`src/rtl/pi_request_queue.sv`:
```
// -----------------------------------------------------------------------------
// pi_request_queue
//
// Pi-side command front end for the 68000 bus-cycle engine. The Pi writes
// staging registers (data lo/hi, address lo) and then a commit register that
// carries the address high byte plus the cycle attributes. Each commit pushes a
// complete request into a small in-order FIFO. The head request is offered to
// the bus engine over a valid/ready handshake; after acceptance the block waits
// for the engine's completion pulse before offering the next one. Read results
// are latched for the Pi until it acknowledges them.
//
// Ports:
//   sys_clk, sys_rst          clock, synchronous active-high reset
//   pi_wr_strobe/reg/wdata    Pi register write (already in sys_clk domain)
//   pi_rd_ack                 Pi has consumed res_data
//   cmd_valid/ready           request handshake to the bus engine
//   cmd_addr/size/read/fc/wdata  request fields (from the FIFO head)
//   done_strobe, done_data    bus cycle completion and read data
//   res_data, res_valid       latched read result
//   req_busy                  anything queued or in flight (GPIO3)
//   queue_full, queue_level   FIFO status
//   overflow                  sticky: a commit was dropped on a full FIFO
// -----------------------------------------------------------------------------
module pi_request_queue #(
    parameter int DEPTH  = 4,
    parameter int ADDR_W = 24
) (
    input  logic                     sys_clk,
    input  logic                     sys_rst,
    input  logic                     pi_wr_strobe,
    input  logic [2:0]               pi_reg,
    input  logic [15:0]              pi_wdata,
    input  logic                     pi_rd_ack,
    output logic                     cmd_valid,
    input  logic                     cmd_ready,
    output logic [ADDR_W-1:0]        cmd_addr,
    output logic [1:0]               cmd_size,
    output logic                     cmd_read,
    output logic [2:0]               cmd_fc,
    output logic [31:0]              cmd_wdata,
    input  logic                     done_strobe,
    input  logic [31:0]              done_data,
    output logic [31:0]              res_data,
    output logic                     res_valid,
    output logic                     req_busy,
    output logic                     queue_full,
    output logic [$clog2(DEPTH):0]   queue_level,
    output logic                     overflow
);

    localparam int PW = $clog2(DEPTH);

    typedef struct packed {
        logic [2:0]        fc;
        logic              read;
        logic [1:0]        size;
        logic [ADDR_W-1:0] addr;
        logic [31:0]       data;
    } req_t;

    typedef enum logic {
        ST_IDLE,
        ST_WAIT_DONE
    } state_t;

    // Staging registers
    logic [31:0]  r_data;
    logic [15:0]  r_addr_lo;

    // FIFO
    req_t         r_mem [DEPTH];
    logic [PW-1:0] r_wr_ptr;
    logic [PW-1:0] r_rd_ptr;
    logic [PW:0]  r_count;

    // Control / status
    state_t       r_state;
    logic         r_rec_read;
    logic [31:0]  r_res_data;
    logic         r_res_valid;
    logic         r_overflow;
    logic         r_busy;

    // Combinational
    state_t       w_state_nxt;
    logic         w_cmd_valid;
    logic         w_load_res;
    logic         w_commit;
    logic         w_ovf_clr;
    logic         w_empty;
    logic         w_full;
    logic         w_pop;
    logic         w_push;
    logic         w_drop;
    logic [PW:0]  w_count_nxt;
    logic [23:0]  w_commit_addr;
    req_t         w_head;
    req_t         w_new;

    assign w_commit      = pi_wr_strobe && (pi_reg == 3'd3);
    assign w_ovf_clr     = pi_wr_strobe && (pi_reg == 3'd7) && pi_wdata[0];
    assign w_empty       = (r_count == '0);
    assign w_full        = (r_count == (PW+1)'(DEPTH));
    assign w_head        = r_mem[r_rd_ptr];

    assign w_commit_addr = {pi_wdata[7:0], r_addr_lo};
    assign w_new.fc      = pi_wdata[13:11];
    assign w_new.read    = pi_wdata[10];
    assign w_new.size    = pi_wdata[9:8];
    assign w_new.addr    = ADDR_W'(w_commit_addr);
    assign w_new.data    = r_data;

    assign w_pop         = w_cmd_valid && cmd_ready;
    // A full FIFO still takes a commit when the head leaves in the same cycle.
    assign w_push        = w_commit && (!w_full || w_pop);
    assign w_drop        = w_commit && !w_push;

    always_comb begin
        w_count_nxt = r_count;
        if (w_push && !w_pop) begin
            w_count_nxt = r_count + (PW+1)'(1);
        end else if (w_pop && !w_push) begin
            w_count_nxt = r_count - (PW+1)'(1);
        end
    end

    // ---------------------------------------------------------------- FSM
    always_ff @(posedge sys_clk) begin
        if (sys_rst) begin
            r_state    <= ST_IDLE;
            r_rec_read <= 1'b0;
        end else begin
            r_state <= w_state_nxt;
            if (w_pop) begin
                r_rec_read <= w_head.read;
            end
        end
    end

    always_comb begin
        w_state_nxt = r_state;
        w_cmd_valid = 1'b0;
        w_load_res  = 1'b0;
        case (r_state)
            ST_IDLE: begin
                // A read at the head waits for the previous result to be taken,
                // which also holds back everything queued behind it.
                w_cmd_valid = !w_empty && !(w_head.read && r_res_valid);
                if (w_cmd_valid && cmd_ready) begin
                    w_state_nxt = ST_WAIT_DONE;
                end
            end
            ST_WAIT_DONE: begin
                if (done_strobe) begin
                    w_state_nxt = ST_IDLE;
                    w_load_res  = r_rec_read;
                end
            end
            default: begin
                w_state_nxt = ST_IDLE;
            end
        endcase
    end

    // ---------------------------------------------------------------- staging
    always_ff @(posedge sys_clk) begin
        if (sys_rst) begin
            r_data    <= '0;
            r_addr_lo <= '0;
        end else if (pi_wr_strobe) begin
            case (pi_reg)
                3'd0:    r_data[15:0]  <= pi_wdata;
                3'd1:    r_data[31:16] <= pi_wdata;
                3'd2:    r_addr_lo     <= pi_wdata;
                default: ;
            endcase
        end
    end

    // ---------------------------------------------------------------- FIFO
    always_ff @(posedge sys_clk) begin
        if (w_push) begin
            r_mem[r_wr_ptr] <= w_new;
        end
    end

    always_ff @(posedge sys_clk) begin
        if (sys_rst) begin
            r_wr_ptr <= '0;
            r_rd_ptr <= '0;
            r_count  <= '0;
        end else begin
            if (w_push) begin
                r_wr_ptr <= r_wr_ptr + PW'(1);
            end
            if (w_pop) begin
                r_rd_ptr <= r_rd_ptr + PW'(1);
            end
            r_count <= w_count_nxt;
        end
    end

    // ---------------------------------------------------------------- status
    always_ff @(posedge sys_clk) begin
        if (sys_rst) begin
            r_res_data  <= '0;
            r_res_valid <= 1'b0;
            r_overflow  <= 1'b0;
            r_busy      <= 1'b0;
        end else begin
            if (w_load_res) begin
                r_res_data  <= done_data;
                r_res_valid <= 1'b1;
            end else if (pi_rd_ack) begin
                r_res_valid <= 1'b0;
            end

            if (w_drop) begin
                r_overflow <= 1'b1;
            end else if (w_ovf_clr) begin
                r_overflow <= 1'b0;
            end

            // Built from next-state values so it tracks the cycle after the
            // commit / final completion rather than lagging a further cycle.
            r_busy <= (w_count_nxt != '0) || (w_state_nxt == ST_WAIT_DONE);
        end
    end

    // ---------------------------------------------------------------- outputs
    assign cmd_valid   = w_cmd_valid;
    assign cmd_addr    = w_empty ? '0 : w_head.addr;
    assign cmd_size    = w_empty ? '0 : w_head.size;
    assign cmd_read    = w_empty ? 1'b0 : w_head.read;
    assign cmd_fc      = w_empty ? '0 : w_head.fc;
    assign cmd_wdata   = w_empty ? '0 : w_head.data;
    assign res_data    = r_res_data;
    assign res_valid   = r_res_valid;
    assign req_busy    = r_busy;
    assign queue_full  = w_full;
    assign queue_level = r_count;
    assign overflow    = r_overflow;

endmodule
```
`config.mk`:
```
export PLATFORM = sky130hd
export DESIGN_NAME = pi_request_queue
export DESIGN_NICKNAME = d
export VERILOG_FILES = /design/src/rtl/pi_request_queue.sv
export SDC_FILE = /design/constraint.sdc
export NUM_CORES = 1
export LEC_CHECK = 0
export ABC_AREA = 0
export CORE_UTILIZATION = 50
export DETAILED_ROUTE_END_ITERATION = 8
export PLACE_DENSITY_LB_ADDON = 0.25
export SYNTH_ARGS = -nofsm -noshare
export SYNTH_HDL_FRONTEND = slang
export SYNTH_SLANG_ARGS = --single-unit
```
`constraint.sdc`:
```
create_clock -name sys_clk -period 4.4 [get_ports sys_clk]
set_input_delay 0.88 -clock sys_clk [delete_from_list [all_inputs] [get_ports sys_clk]]
set_output_delay 0.88 -clock sys_clk [all_outputs]
set_load 0.02 [all_outputs]
```
=== Word level (Yosys, flattened, before mapping) ===
Memory sizes are Yosys's and may differ from the RTL's. A register that Yosys moved wholly into a read port is not among the register bits.
Index checks and enable logic that the tools add are counted.

* Flip-flop bits (word level): 92
* Memory bits (writable): 248
* Input bits: 57
* Output and inout port bits: 102
* Logic and storage cells: 70
* Memories: 1

{| class="wikitable"
|+ Memories
! memory !! depth !! bits a word !! read ports !! clocked after memory_dff !! wr ports !! RTL line !! source
|-
| r_mem || 4 || 62 || 1 || 1 || 1 || 71 || <nowiki>req_t r_mem [DEPTH];</nowiki>
|}

* Add/subtract/negate cells: 4
* Equality and inequality tests: 5
* Mux-type cells: 21
* Bitwise gates (word level): 1
* Reduce and logical (&&, ||, !) cells: 26

{| class="wikitable"
|+ Operator list
! operator !! number
|-
| $mux W32 || 1
|-
| $mux W24 || 1
|-
| $mux W1 || 12
|-
| $logic_and A1 B1 Y1 || 11
|-
| $mux W3 || 3
|-
| $eq A3 B2 Y1 const B || 2
|-
| $eq A3 B3 Y1 const B || 2
|-
| $logic_not A3 Y1 || 2
|-
| $mux W2 || 3
|-
| $reduce_and A2 Y1 || 3
|-
| $logic_not A1 Y1 || 5
|-
| $add A2 B1 Y2 const B || 2
|-
| $reduce_bool A2 Y1 || 2
|-
| $add A3 B1 Y3 const B || 1
|-
| $eq A3 B1 Y1 const B || 1
|-
| $reduce_bool A3 Y1 || 1
|-
| $sub A3 B1 Y3 const B || 1
|-
| $logic_or A1 B1 Y1 || 2
|-
| $pmux W1 S2 || 1
|-
| $not A1 Y1 || 1
|}

=== Depth between registers and ports, before layout ===
Gate-level depths: netlist (run 1).

* Depth after elaboration: 13
* Mapped depth: 8

=== Worst setup path before layout (run 1) ===
OpenSTA, ideal clock, no wires.

* Path kind: input port to flip-flop
* Start: input pi_reg[0]
* End: memory r_mem[1][0] (netlist name) (enable)
* Library setup time: 426 ps
* Arrival time: 3,180 ps
* Required time: 3,974 ps
* Slack: 794 ps
* Stages on the path: 4
* Path buffers: 1
* Cells stage by stage: buf_2 > nand4b_1 > o31ai_4 > and2_1

* Word-level cells in the longest chain between the ends: 5

{| class="wikitable"
|+ Ends and longest elaborated chain
! element !! RTL line !! source
|-
| start: declaration || 31 || <nowiki>input logic [2:0] pi_reg,</nowiki>
|-
| $eq A3 B2 Y1 || 100 || <nowiki>assign w_commit = pi_wr_strobe && (pi_reg == 3'd3);</nowiki>
|-
| $logic_and A1 B1 Y1 || 100 ||
|-
| $logic_and A1 B1 Y1 || 115 || <nowiki>assign w_push = w_commit && (!w_full || w_pop);</nowiki>
|-
| $mux W1 || 182 || <nowiki>if (w_push) begin</nowiki>
|-
| $mux W1 (implied by the code) || 183 || <nowiki>r_mem[r_wr_ptr] <= w_new;</nowiki>
|-
| end: declaration || 71 ||
|}

No other way between the ends.

=== Final worst setup path (run 1) ===
* Start: register r_count[0], in the netlist queue_level[0]
* End: output cmd_wdata[13]

* Word-level cells in the longest chain between the ends: 2

{| class="wikitable"
|+ Ends and longest elaborated chain
! element !! RTL line !! source
|-
| start: declaration || 74 || <nowiki>logic [PW:0] r_count;</nowiki>
|-
| start signal: assignment || 199 || <nowiki>r_count <= w_count_nxt;</nowiki>
|-
| $logic_not A3 Y1 || 102 || <nowiki>assign w_empty = (r_count == '0);</nowiki>
|-
| $mux W32 || 236 || <nowiki>assign cmd_wdata = w_empty ? '0 : w_head.data;</nowiki>
|-
| end: declaration || 40 || <nowiki>output logic [31:0] cmd_wdata,</nowiki>
|}

No other way between the ends.

==> results.md, run 1 <==
- Clock net sink count: 342
- Total negative slack: 0 ns
- Crit. End Element: primary output
- Syn-to-layout area delta: 24.3%
- First-pass GRT wire length: 42000 µm
- IO buf count: 158
- Initial antenna violation count: 0
- Unrepaired setup endpoints after global routing: false
- Yosys warning count: 0
- Largest net degree at the start of global routing: 63
- Gr usage total: 21.4%
- CTS tree: yes
- Critical Path RT: 3.52 ns
- Routed via count: 7382
- Period minus WS final: 3.81 ns
- Number of distinct library cells after synthesis: 40
- Synth Net Count: 906
- Net Sw Frac: 28.4%
- Final-report setup violation count: 0
- Gate Count Post-Synth: 842
- Crit share post-route: 86.6%
- Post-DP HPWL: 16900 µm
- Share of cells above drive strength 1: 14.6%
- Final WL: 27300 µm
- Min-Delay Path Class: flop to flop
- H-tree Lvls: 2
- WL/cell: 20.0 µm
- Slew @ Worst Pin: 1.13 ns
- Crit Path Class: flop to primary output
- Fin. max-slew vios: 0
- Commonest non-fill, non-tap cell in the layout: edfxtp_1
- Layout Nets: 1073
- Met1 WL: 11600 µm
- Leakage: 5.23 nW
- DR WL met2: 12900 µm
- Syn Std Cell Area: 12900 µm²
- Share of power burned in the clock network: 30.9%
- Cts hold-fix bufs: 0
- Setup Skew: 0.0237 ns
- VDD IR max: 0.302 mV
- Core area: 25300 µm²
- Critical Path AT: 2.93 ns
- DR iter-0 viols: 590
- Top sig layer: met4
- Sequential element share of the synthesized area: 72.2%
- Vias per cell: 5.40
- GR Overflow Total: 0
- Avg Cell Area, Syn: 15.3 µm²
- Max Clk Rate: 263 MHz
- Max_slew headroom: 24.8%
- # DRC: 0
- Skew-Pair Late Insertion Delay: 0.51 ns
- Reg clk slew, reported paths: 0.06 ns
- Startpoint Class: flop
- PwrDens: 568 nW/µm²
- # Post-CTS Setup Buffers: 0
- Die Area: 26500 µm²
- Num CTS Buffers: 35
- Max Root-Sink Buffers: 3
- Metal3 WL: 2110 µm
- Number of gates resized after cts: 0
- Comb power frac: 29.1%
- Status: finished, final reports clean
- Register share of total power: 40.0%
- Fin util: 63.6%
- Most frequent cells in the layout: edfxtp_1 (248), nand2_1 (166), clkdlybuf4s50_1 (157)
- Vias in the first global route: 7399
- Critical Path Fanout Max: 37
- Total iterations of the first detailed-routing run: 5
- Die height: 163 µm
- Ant diodes: 0
- Max Cap Violations: 0
- Final Hold Slack: 0.453 ns
- Routability congestion estimate: 0.825
- Internal power: 0.00653 W
- Yosys reg bits: 342
- I/O Pins: 159
- Initial cell density of the core: 51.2%
- Row Count: 58
- Root buffer cell: clkbuf_16
- P_sw: 0.00259 W
- Final antenna-violating net count: 0
- Final hold vios: 0
- Die width: 163 µm
[final timing paths]
check	depth (start not counted)	from	slack (ns)	endpoint
max	6	queue_level[0]	0.59	cmd_wdata[13]
min	2	res_data[12]	0.45	res_data[12]
max reg2reg	7	queue_level[0]	1.26	r_mem[1][31]
min reg2reg	2	res_data[12]	0.45	res_data[12]
[power groups by stage]
| stage | Sequential [W] | Clock (W) | Combinational, W |
|---|---|---|---|
| finish | 0.00365 | 0.00282 | 0.00266 |
| floorplan | 0.00366 | 0 | 0.00162 |
| global route | 0.00367 | 0.00300 | 0.00286 |
| detailed placement | 0.00372 | 0 | 0.00270 |
| global placement | 0.00372 | 0 | 0.00268 |
| CTS | 0.00365 | 0.00287 | 0.00271 |
[flip-flops by register name (all words and copies together) (netlist names), named ones only]
name,count
r_rd_ptr,2
r_data,32
req_busy,1
r_state,1
res_data,32
r_rec_read,1
res_valid,1
r_addr_lo,16
r_wr_ptr,2
queue_level,3
overflow,1
r_mem,248
[cells by family after synthesis]
logic type / share of synthesized area, %
compound gates: 4.32
xor+xnor: 0.271
fa+ha+maj: 0.678
buf+inv: 1.71
flops: 72.2
mux: 11.0
simple gates: 9.81
[per-stage QoR]
step                setup WS, ns  instances  area, µm²  total power, W
floorplan                  0.794        842      12900         0.00527
global placement           0.892       1302      14900         0.00640
detailed placement         0.849       1302      14900         0.00642
CTS                        0.512       1366      16100         0.00923
global route               0.343       1366      16100         0.00952
finish                     0.591       1366      16100         0.00912
[layout make-up]
cell class	count	area (µm²)
Inverter	6	22.5
Fill cell	1805	9190
Tap cell	330	413
Clock inverter	9	60.1
Multi-Input combinational cell	446	3380
Timing Repair Buffer	178	1800
Clock buffer	55	1060
Sequential cell	342	9330
[Yosys cell counts (all sizes together)]
cell | count | share of area [%]
a2bb2oi | 1 | 0.12
nor2 | 12 | 0.37
or3 | 1 | 0.048
nand2 | 166 | 4.8
o2111a | 1 | 0.087
mux2 | 1 | 0.12
nand2b | 5 | 0.24
and2 | 68 | 3.3
edfxtp | 248 | 58
nand4 | 2 | 0.097
nand3 | 8 | 0.31
a21o | 1 | 0.058
buf | 10 | 0.44
xnor2 | 2 | 0.14
mux4 | 61 | 11
o211ai | 1 | 0.058
a31oi | 2 | 0.097
a211oi | 1 | 0.058
and3 | 3 | 0.15
xor2 | 2 | 0.14
nor2b | 2 | 0.097
ha | 7 | 0.68
o31ai | 2 | 0.22
a21oi | 86 | 3.3
o2bb2ai | 1 | 0.21
nand4b | 1 | 0.068
dfxtp | 94 | 15
clkbuf | 38 | 1.1
mux2i | 3 | 0.26
inv | 6 | 0.17
nor3 | 1 | 0.077
or3b | 1 | 0.068
and4b | 1 | 0.077
nor3b | 1 | 0.097
o21ai | 2 | 0.077
[critical path: stages, from the launching register on]
cell and delay (ns):
dfxtp_1 0.46, inv_1 0.11, ha_1 0.25, nand2b_2 0.37, buf_4 0.40, and2_1 0.20
clkdlybuf4s50_1 0.63
[layer usage]
layer	vias up	global-route usage (%)
met5	-	0
met1	3624	29.8
met3	43	4.63
met4	0	6.92
li1	3427	-
met2	288	33.7
No activity file was read; power rests on OpenSTA's default activity.
==> run 2: changes to the inputs <==
--- a/config.mk
+++ b/config.mk
@@ -5,10 +5,11 @@
 export SDC_FILE = /design/constraint.sdc
 export NUM_CORES = 1
 export LEC_CHECK = 0
-export ABC_AREA = 0
+export ABC_AREA = 1
 export CORE_UTILIZATION = 50
 export DETAILED_ROUTE_END_ITERATION = 8
 export PLACE_DENSITY_LB_ADDON = 0.25
+export SKIP_LAST_GASP = 1
 export SYNTH_ARGS = -nofsm -noshare
 export SYNTH_HDL_FRONTEND = slang
 export SYNTH_SLANG_ARGS = --single-unit
==> constraint.sdc (replaced) <==
create_clock -name sys_clk -period 3.6 [get_ports sys_clk]
set_input_delay 0.72 -clock sys_clk [delete_from_list [all_inputs] [get_ports sys_clk]]
set_output_delay 0.72 -clock sys_clk [all_outputs]
set_load 0.02 [all_outputs]
==> run 2 against run 1 <==
Clock power is 24% higher. Die area grew 1.7%. Cell count rose by 24%. Sequential cell count did not move. Critical path type unchanged. Power increased by 24%. Largest cell class unchanged. Worst hold slack got worse by 0.013 ns. First-iteration DRC count rose by 41%. Clock-buffer cell count down 3. Sequential share of layout area down 0.91 points. Core utilization grew 0.46 points.
==> results.md, run 2 <==
- Status: finished, final reports clean (unchanged)
- Initial cell density of the core: 51.6% (was 51.2%)
- Ant diodes: 0 (unchanged)
- Num CTS Buffers: 35 (unchanged)
- H-tree Lvls: 2 (unchanged)
- WL/cell: 18.2 µm (was 20.0 µm)
- Critical Path RT: 2.88 ns (was 3.52 ns)
- Layout Nets: 1405 (was 1073)
- Final antenna-violating net count: 0 (unchanged)
- Avg Cell Area, Syn: 11.1 µm² (was 15.3 µm²)
- Post-synth EDFFs: 248 (unchanged)
- Gate Count Post-Synth: 1189 (was 842)
- Final WL: 30900 µm (was 27300 µm)
- Cts hold-fix bufs: 0 (unchanged)
- Die width: 164 µm (was 163 µm)
- Yosys top cell by area: edfxtp_1 (unchanged)
- Total iterations of the first detailed-routing run: 5 (unchanged)
- IO buf count: 158 (unchanged)
- Crit-path cells: inv_1, ha_1, inv_1, nor2_4, buf_4, nor2_2, nand2_1, inv_1, clkdlybuf4s50_1 (was inv_1, ha_1, nand2b_2, buf_4, and2_1, clkdlybuf4s50_1)
- Worst path depth: 9 (was 6)
- First-pass GRT wire length: 47700 µm (was 42000 µm)
- Largest net degree at the start of global routing: 79 (was 63)
- Crit. End Element: primary output (unchanged)
- Min-Delay Path Class: flop to flop (unchanged)
- Critical Path Start: queue_level[0] (unchanged)
- Routed via count: 9091 (was 7382)
- Max_slew headroom: 32.3% (was 24.8%)
- Core area: 25500 µm² (was 25300 µm²)
- Yosys reg bits: 342 (unchanged)
- Ys flop type: edfxtp_1 (unchanged)
- Skew-Pair Late Insertion Delay: 0.51 ns (about the same)
- Syn-to-layout area delta: 24.1% (was 24.3%)
- Syn Std Cell Area: 13100 µm² (was 12900 µm²)
- R2R Setup Slk: 0.72 ns (was 1.26 ns)
- Reg2reg end: r_mem[3][60] (was r_mem[1][31])
- Max Root-Sink Buffers: 3 (unchanged)
- Max FFs per register: 248 (unchanged)
- Startpoint Class: flop (unchanged)
- Critical R2R Launch: queue_level[0] (unchanged)
- Root buffer cell: clkbuf_16 (unchanged)
- Crit share post-route: 95.6%
- Period minus WS final: 3.44 ns
- Leakage: 5.78 nW (was 5.23 nW)
- Vias per cell: 5.36 (was 5.40)
- Vias in the first global route: 8717 (was 7399)
- Min-delay src: res_data[30] (was res_data[12])
- Reg clk slew, reported paths: 0.06 ns (about the same)
- Final hold vios: 0 (unchanged)
- Simple-gate share of the synthesized area: 11.2% (was 9.81%)
- Crit Path Class: flop to primary output (unchanged)
- Yosys warning count: 0 (unchanged)
- Max Clk Rate: 290 MHz
- Post-Synth XOR/XNOR Area: 0.133% (was 0.271%)
- Critical Path Fanout Max: 18 (was 37)
- Hold Path Cell Cnt: 2 (unchanged)
- Row Count: 58 (unchanged)
- Slew @ Worst Pin: 1.01 ns (was 1.13 ns)
- Commonest non-fill, non-tap cell in the layout: nor2_1 (was edfxtp_1)
- Synth area leaders: edfxtp_1 (57%), dfxtp_1 (14%), nor2_1 (9.1%) (was edfxtp_1 (58%), dfxtp_1 (15%), mux4_2 (11%))
- # DRC: 0 (unchanged)
- Sequential element share of the synthesized area: 70.9% (was 72.2%)
- Most frequent CP cell: inv_1
- Die Area: 27000 µm² (was 26500 µm²)
- Setup Skew: 0.0127 ns (was 0.0237 ns)
- Die height: 164 µm (was 163 µm)
- Crit-path slowest cell: clkdlybuf4s50_1 (unchanged)
- Dominant combinational cell family by area after synthesis: compound AO/OA/AOI/OAI gates (was multiplexers)
- Fin. max-slew vios: 0 (unchanged)
- CP top delay family: buffers and inverters (unchanged)
- Reg with most FFs: r_mem (unchanged)
- Share of cells above drive strength 1: 7.83% (was 14.6%)
- Final Hold Slack: 0.440 ns (was 0.453 ns)
- Most frequent cells in the layout: nor2_1 (314), edfxtp_1 (248), o21ai_0 (206) (was edfxtp_1 (248), nand2_1 (166), clkdlybuf4s50_1 (157))
- R2R depth: 11 (was 7)
- Gr usage total: 23.5% (was 21.4%)
- Post-synth top area share: 56.6% (was 57.6%)
- Synth Area in Compound Gates: 12.5% (was 4.32%)
- CTS tree: yes (unchanged)
- Unrepaired setup endpoints after global routing: false (unchanged)
- Crit path buf inv count: 5 (was 3)
- Total negative slack: 0 ns (unchanged)
- Final-report setup violation count: 0 (unchanged)
- Max Cap Violations: 0 (unchanged)
- Fin util: 64.1% (was 63.6%)
- I/O Pins: 159 (unchanged)
- Filler cell count: 1957 (was 1805)
- Initial antenna violation count: 0 (unchanged)
- Commonest cells post-synth: nor2_1 (318), edfxtp_1 (248), o21ai_0 (206), a21oi_1 (115), dfxtp_1 (94) (was edfxtp_1 (248), nand2_1 (166), dfxtp_1 (94), a21oi_1 (86), and2_1 (68))
- Slowest stage delay, CP: 0.60 ns (was 0.63 ns)
- Post-Synth Adder-Cell Area: 0.666% (was 0.678%)
- Post-synthesis mux area share: 0% (was 11.0%)
- Clock net sink count: 342 (unchanged)
- PwrDens: 693 nW/µm² (was 568 nW/µm²)
- VDD IR max: 0.440 mV (was 0.302 mV)
- Post-DP HPWL: 18400 µm (was 16900 µm)
- Routability congestion estimate: 0.780 (was 0.825)
- GR Overflow Total: 0 (unchanged)
- Number of distinct library cells after synthesis: 28 (was 40)
- DR iter-0 viols: 831 (was 590)
- Most frequent cell after synthesis: nor2_1 (was edfxtp_1)
- Worst Hold End: res_data[30] (was res_data[12])
- Asr flop ratio synth: 0% (unchanged)
- Synth Net Count: 1253 (was 906)
- Critical Path AT: 2.72 ns (was 2.93 ns)
## run 2: final cells by class
cell class              instances  area [µm²]  share of cell area, %
inverters                      80         305                   1.87
flip-flops and latches        342        9330                   57.2
clock inverters                11        80.1                  0.491
clock buffers                  52        1050                   6.45
well taps                     330         413                   2.53
repair buffers                184        1880                   11.5
multi-input cells             698        3260                   20.0
## run 2: cell families (layout without fill, tap and decap cells)
kind of cell / after synthesis / count (layout)
AOI/OAI and AO/OA: 325 / 325
xor gates and xnor gates: 2 / 2
buffers and inverters: 150 / 327
adders and majority gates: 7 / 7
DFF: 342 / 342
and+or+nand+nor: 363 / 364
## run 2: how the worst max path moves through the flow
stage / to / slack, ns
after floorplan: r_mem[0][0] / -0.89
after global placement: cmd_valid / 0.47
after detailed placement: cmd_valid / 0.48
after CTS: cmd_valid / 0.06
after global routing: cmd_valid / 0.01
final: cmd_valid / 0.16
## run 2: layer usage
layer  GRT usage [%]  wire [µm]
met5               0          0
met4            6.14        561
met3            5.33       2490
met2            39.0      14800
met1            31.0      13000
## run 2: where the power goes
group	total [W]	internal, W	switching (W)
clock network	0.00351	0.00209	0.00142
registers	0.00440	0.00431	0.0000852
logic	0.00340	0.00131	0.00209
## run 2: what timing repair did
| item | 4_1_cts | 5_1_grt |
|---|---|---|
| setup buffers | 0 | 2 |
| pin swaps | 1 | 1 |
| endpoints found under the hold margin | 0 | 0 |
| resized for setup | 0 | 0 |
| cloned | 1 | 0 |
| endpoints found under the setup margin | 1 | 1 |
## run 2: metrics by stage
stage	power, W	cell area [µm²]	worst slack (ns)	std cells
detailed placement	0.00781	15200	0.479	1631
finish	0.0113	16300	0.157	1697
global route	0.0118	16300	0.0112	1697
floorplan	0.00634	13100	-0.886	1189
CTS	0.0113	16300	0.0573	1695
global placement	0.00777	15200	0.474	1631
## run 2: worst reg2reg max path, stage by stage, from the launching register on
cell and delay (ns):
dfxtp_1 0.37, inv_1 0.09, ha_1 0.22, inv_1 0.21, nor2_4 0.13, buf_4 0.26, nor2_2 0.19, nand3_4 0.16
inv_4 0.11, o21ai_4 0.12, nor2_4 0.42, buf_12 0.27
==> run 3: changes to the inputs <==
--- a/config.mk
+++ b/config.mk
@@ -6,9 +6,9 @@
 export NUM_CORES = 1
 export LEC_CHECK = 0
 export ABC_AREA = 1
-export CORE_UTILIZATION = 50
+export CORE_UTILIZATION = 35
 export DETAILED_ROUTE_END_ITERATION = 8
-export PLACE_DENSITY_LB_ADDON = 0.25
+export PLACE_DENSITY = 0.5
 export SKIP_LAST_GASP = 1
 export SYNTH_ARGS = -nofsm -noshare
 export SYNTH_HDL_FRONTEND = slang
==> run 3 against run 2 <==
Non-clock buffer count rose by 2. Sequential share of layout area fell by 0.96 points. Sequential cell count did not move. Maximum frequency fell by 1.1%. Combinational power rose by 2%. Design area rose by 1.7%. Clock-buffer cell count rose by 2. Largest cell class unchanged. Highest routed layer unchanged.
==> results.md, run 3 (same netlist as run 2, synthesis figures left out) <==
- Status: finished, final reports clean (unchanged)
- Initial antenna violation count: 0 (unchanged)
- Pre-CTS setup slack: 0.156 ns (was 0.479 ns)
- Gr usage total: 17.9% (was 23.5%)
- R2R depth: 11 (unchanged)
- Root buffer cell: clkbuf_16 (unchanged)
- Share of power burned in the clock network: 32.1% (was 31.1%)
- Critical Path RT: 2.88 ns (about the same)
- Die width: 196 µm (was 164 µm)
- Final-report setup violation count: 0 (unchanged)
- First-pass GRT wire length: 52100 µm (was 47700 µm)
- IO buf count: 158 (unchanged)
- Reg with most FFs: r_mem (unchanged)
- Vias per cell: 4.82 (was 5.36)
- Min-delay src: res_data[8] (was res_data[30])
- VDD IR max: 0.380 mV (was 0.440 mV)
- Setup Skew: 0.0149 ns (was 0.0127 ns)
- Critical R2R Launch: queue_level[0] (unchanged)
- Critical Path Fanout Max: 15 (was 18)
- Layout Nets: 1410 (was 1405)
- Crit Path Class: flop to primary output (unchanged)
- DR iter-0 viols: 593 (was 831)
- Leakage: 5.83 nW (was 5.78 nW)
- Worst Hold End: res_data[8] (was res_data[30])
- Filler cell count: 3478 (was 1957)
- Ant diodes: 0 (unchanged)
- Most frequent cells in the layout: nor2_1 (314), edfxtp_1 (248), o21ai_0 (206) (unchanged)
- Final antenna-violating net count: 0 (unchanged)
- Clock net sink count: 342 (unchanged)
- Initial cell density of the core: 35.7% (was 51.6%)
- GR Overflow Total: 0 (unchanged)
- Final WS setup: 0.117 ns (was 0.157 ns)
- Max Cap Violations: 0 (unchanged)
- Reg clk slew, reported paths: 0.06 ns (about the same)
- Fin cells: 1844 (was 1697)
- Hold Path Cell Cnt: 2 (unchanged)
- Row Count: 70 (was 58)
- Max_slew headroom: 31.7% (was 32.3%)
- Net Sw Frac: 32.4% (was 31.8%)
- Die height: 196 µm (was 164 µm)
- Largest net degree at the start of global routing: 76 (was 79)
- P_sw: 0.00377 W (was 0.00359 W)
- Startpoint Class: flop (unchanged)
- Syn-to-layout area delta: 26.3% (was 24.1%)
- PwrDens: 700 nW/µm² (was 693 nW/µm²)
- Max Root-Sink Buffers: 3 (unchanged)
- Num CTS Buffers: 38 (was 35)
- Max Clk Rate: 287 MHz (was 290 MHz)
- Period minus WS final: 3.48 ns (was 3.44 ns)
- Internal power: 0.00786 W (was 0.00772 W)
- Fin. max-slew vios: 0 (unchanged)
- Vias in the first global route: 8798 (was 8717)
- Final WL: 34200 µm (was 30900 µm)
- CTS tree: yes (unchanged)
- I/O Pins: 159 (unchanged)
- Max FFs per register: 248 (unchanged)
- Routed via count: 8888 (was 9091)
- Die Area: 38300 µm² (was 27000 µm²)
- Reg2reg end: r_mem[0][5] (was r_mem[3][60])
- Skew-Pair Late Insertion Delay: 0.53 ns (was 0.51 ns)
- R2R Setup Slk: 0.73 ns (was 0.72 ns)
- Core area: 36800 µm² (was 25500 µm²)
- Slew @ Worst Pin: 1.02 ns (was 1.01 ns)
- Unrepaired setup endpoints after global routing: false (unchanged)
- Share of cells above drive strength 1: 8.21% (was 7.83%)
- H-tree Lvls: 2 (unchanged)
- Critical Path AT: 2.76 ns (was 2.72 ns)
- Routability congestion estimate: 0.729 (was 0.780)
- Crit. End Element: primary output (unchanged)
- Register share of total power: 38.0% (was 38.9%)
- Inst Count DP: 1770 (was 1631)
- Crit share post-route: 96.7% (was 95.6%)
- Min-Delay Path Class: flop to flop (unchanged)
- Post-DP HPWL: 19800 µm (was 18400 µm)
- Total iterations of the first detailed-routing run: 4 (was 5)
- # DRC: 0 (unchanged)
- Comb power frac: 29.8% (was 30.1%)
- Final hold vios: 0 (unchanged)
- WL/cell: 18.5 µm (was 18.2 µm)
- Commonest non-fill, non-tap cell in the layout: nor2_1 (unchanged)
run 3: changes by cell type in the layout (fill, tap and decap cells not counted), moves of 2 or more:
cell	previous run	this run
clkbuf_1	8	10
clkbuf_8	7	3
clkbuf_16	37	41
clkinv_2	7	11
buf_6	0	2
run 3: layout make-up:
cell class              instances  area, µm²  share of cell area (%)
inverters                      80        308                    1.85
clock buffers                  54       1100                    6.66
multi-input cells             698       3270                    19.7
flip-flops and latches        342       9330                    56.2
repair buffers                186       1900                    11.4
well taps                     468        586                    3.53
clock inverters                16        104                   0.626
run 3: what timing repair did:
item / CTS / global route
pin swaps: 1 / 0
gates cloned: 1 / 0
resized for setup: 1 / 3
hold buffers: 0 / 0
endpoints found under the setup margin: 44 / 24
setup buffers: 2 / 1
endpoints found under the hold margin: 0 / 0
run 3: worst max path at each step:
stage	cells after the start	endpoint	start	slack, ns
5_1_grt	9	cmd_valid	queue_level[0]	0.002
3_5_place_dp	9	cmd_valid	queue_level[0]	0.16
6_report	7	cmd_wdata[25]	queue_level[0]	0.12
2_1_floorplan	9	r_mem[0][0]	queue_level[0]	-0.89
4_1_cts	6	cmd_addr[22]	queue_level[0]	0.01
3_3_place_gp	9	cmd_valid	queue_level[0]	0.16
run 3: through the flow:
stage | cell area [µm²] | hold WS (ns) | power, W | util, % | setup TNS [ns]
floorplan | 13100 | 0.451 | 0.00634 | - | -219.67
global placement | 15300 | 0.430 | 0.00791 | 41.7 | 0
detailed placement | 15300 | 0.435 | 0.00792 | 41.7 | 0
CTS | 16600 | 0.443 | 0.0118 | 45.1 | 0
global route | 16600 | 0.455 | 0.0122 | 45.1 | 0
finish | 16600 | 0.441 | 0.0116 | 45.1 | 0
run 3: power groups by stage:
stage	Sequential [W]	Combinational [W]	Clock, W
after CTS	0.00444	0.00350	0.00382
after detailed placement	0.00451	0.00341	0
after global routing	0.00444	0.00376	0.00397
after global placement	0.00451	0.00341	0
final	0.00442	0.00347	0.00374
after floorplan	0.00448	0.00186	0
run 3: routing by layer:
layer,GRT usage (%),share of wire (%),up-vias
li1,-,-,4387
met1,24.6,48,4258
met2,28.8,46,192
met3,2.92,3.8,51
met4,5.50,2.3,0
met5,0,0,-
run 3: worst max-delay path, stage by stage (launching register included):
cell,delay [ns]
dfxtp_1,0.37
inv_1,0.09
ha_1,0.22
inv_1,0.25
nor2_4,0.10
buf_4,0.24
a21oi_1,0.30
clkdlybuf4s50_1,0.67
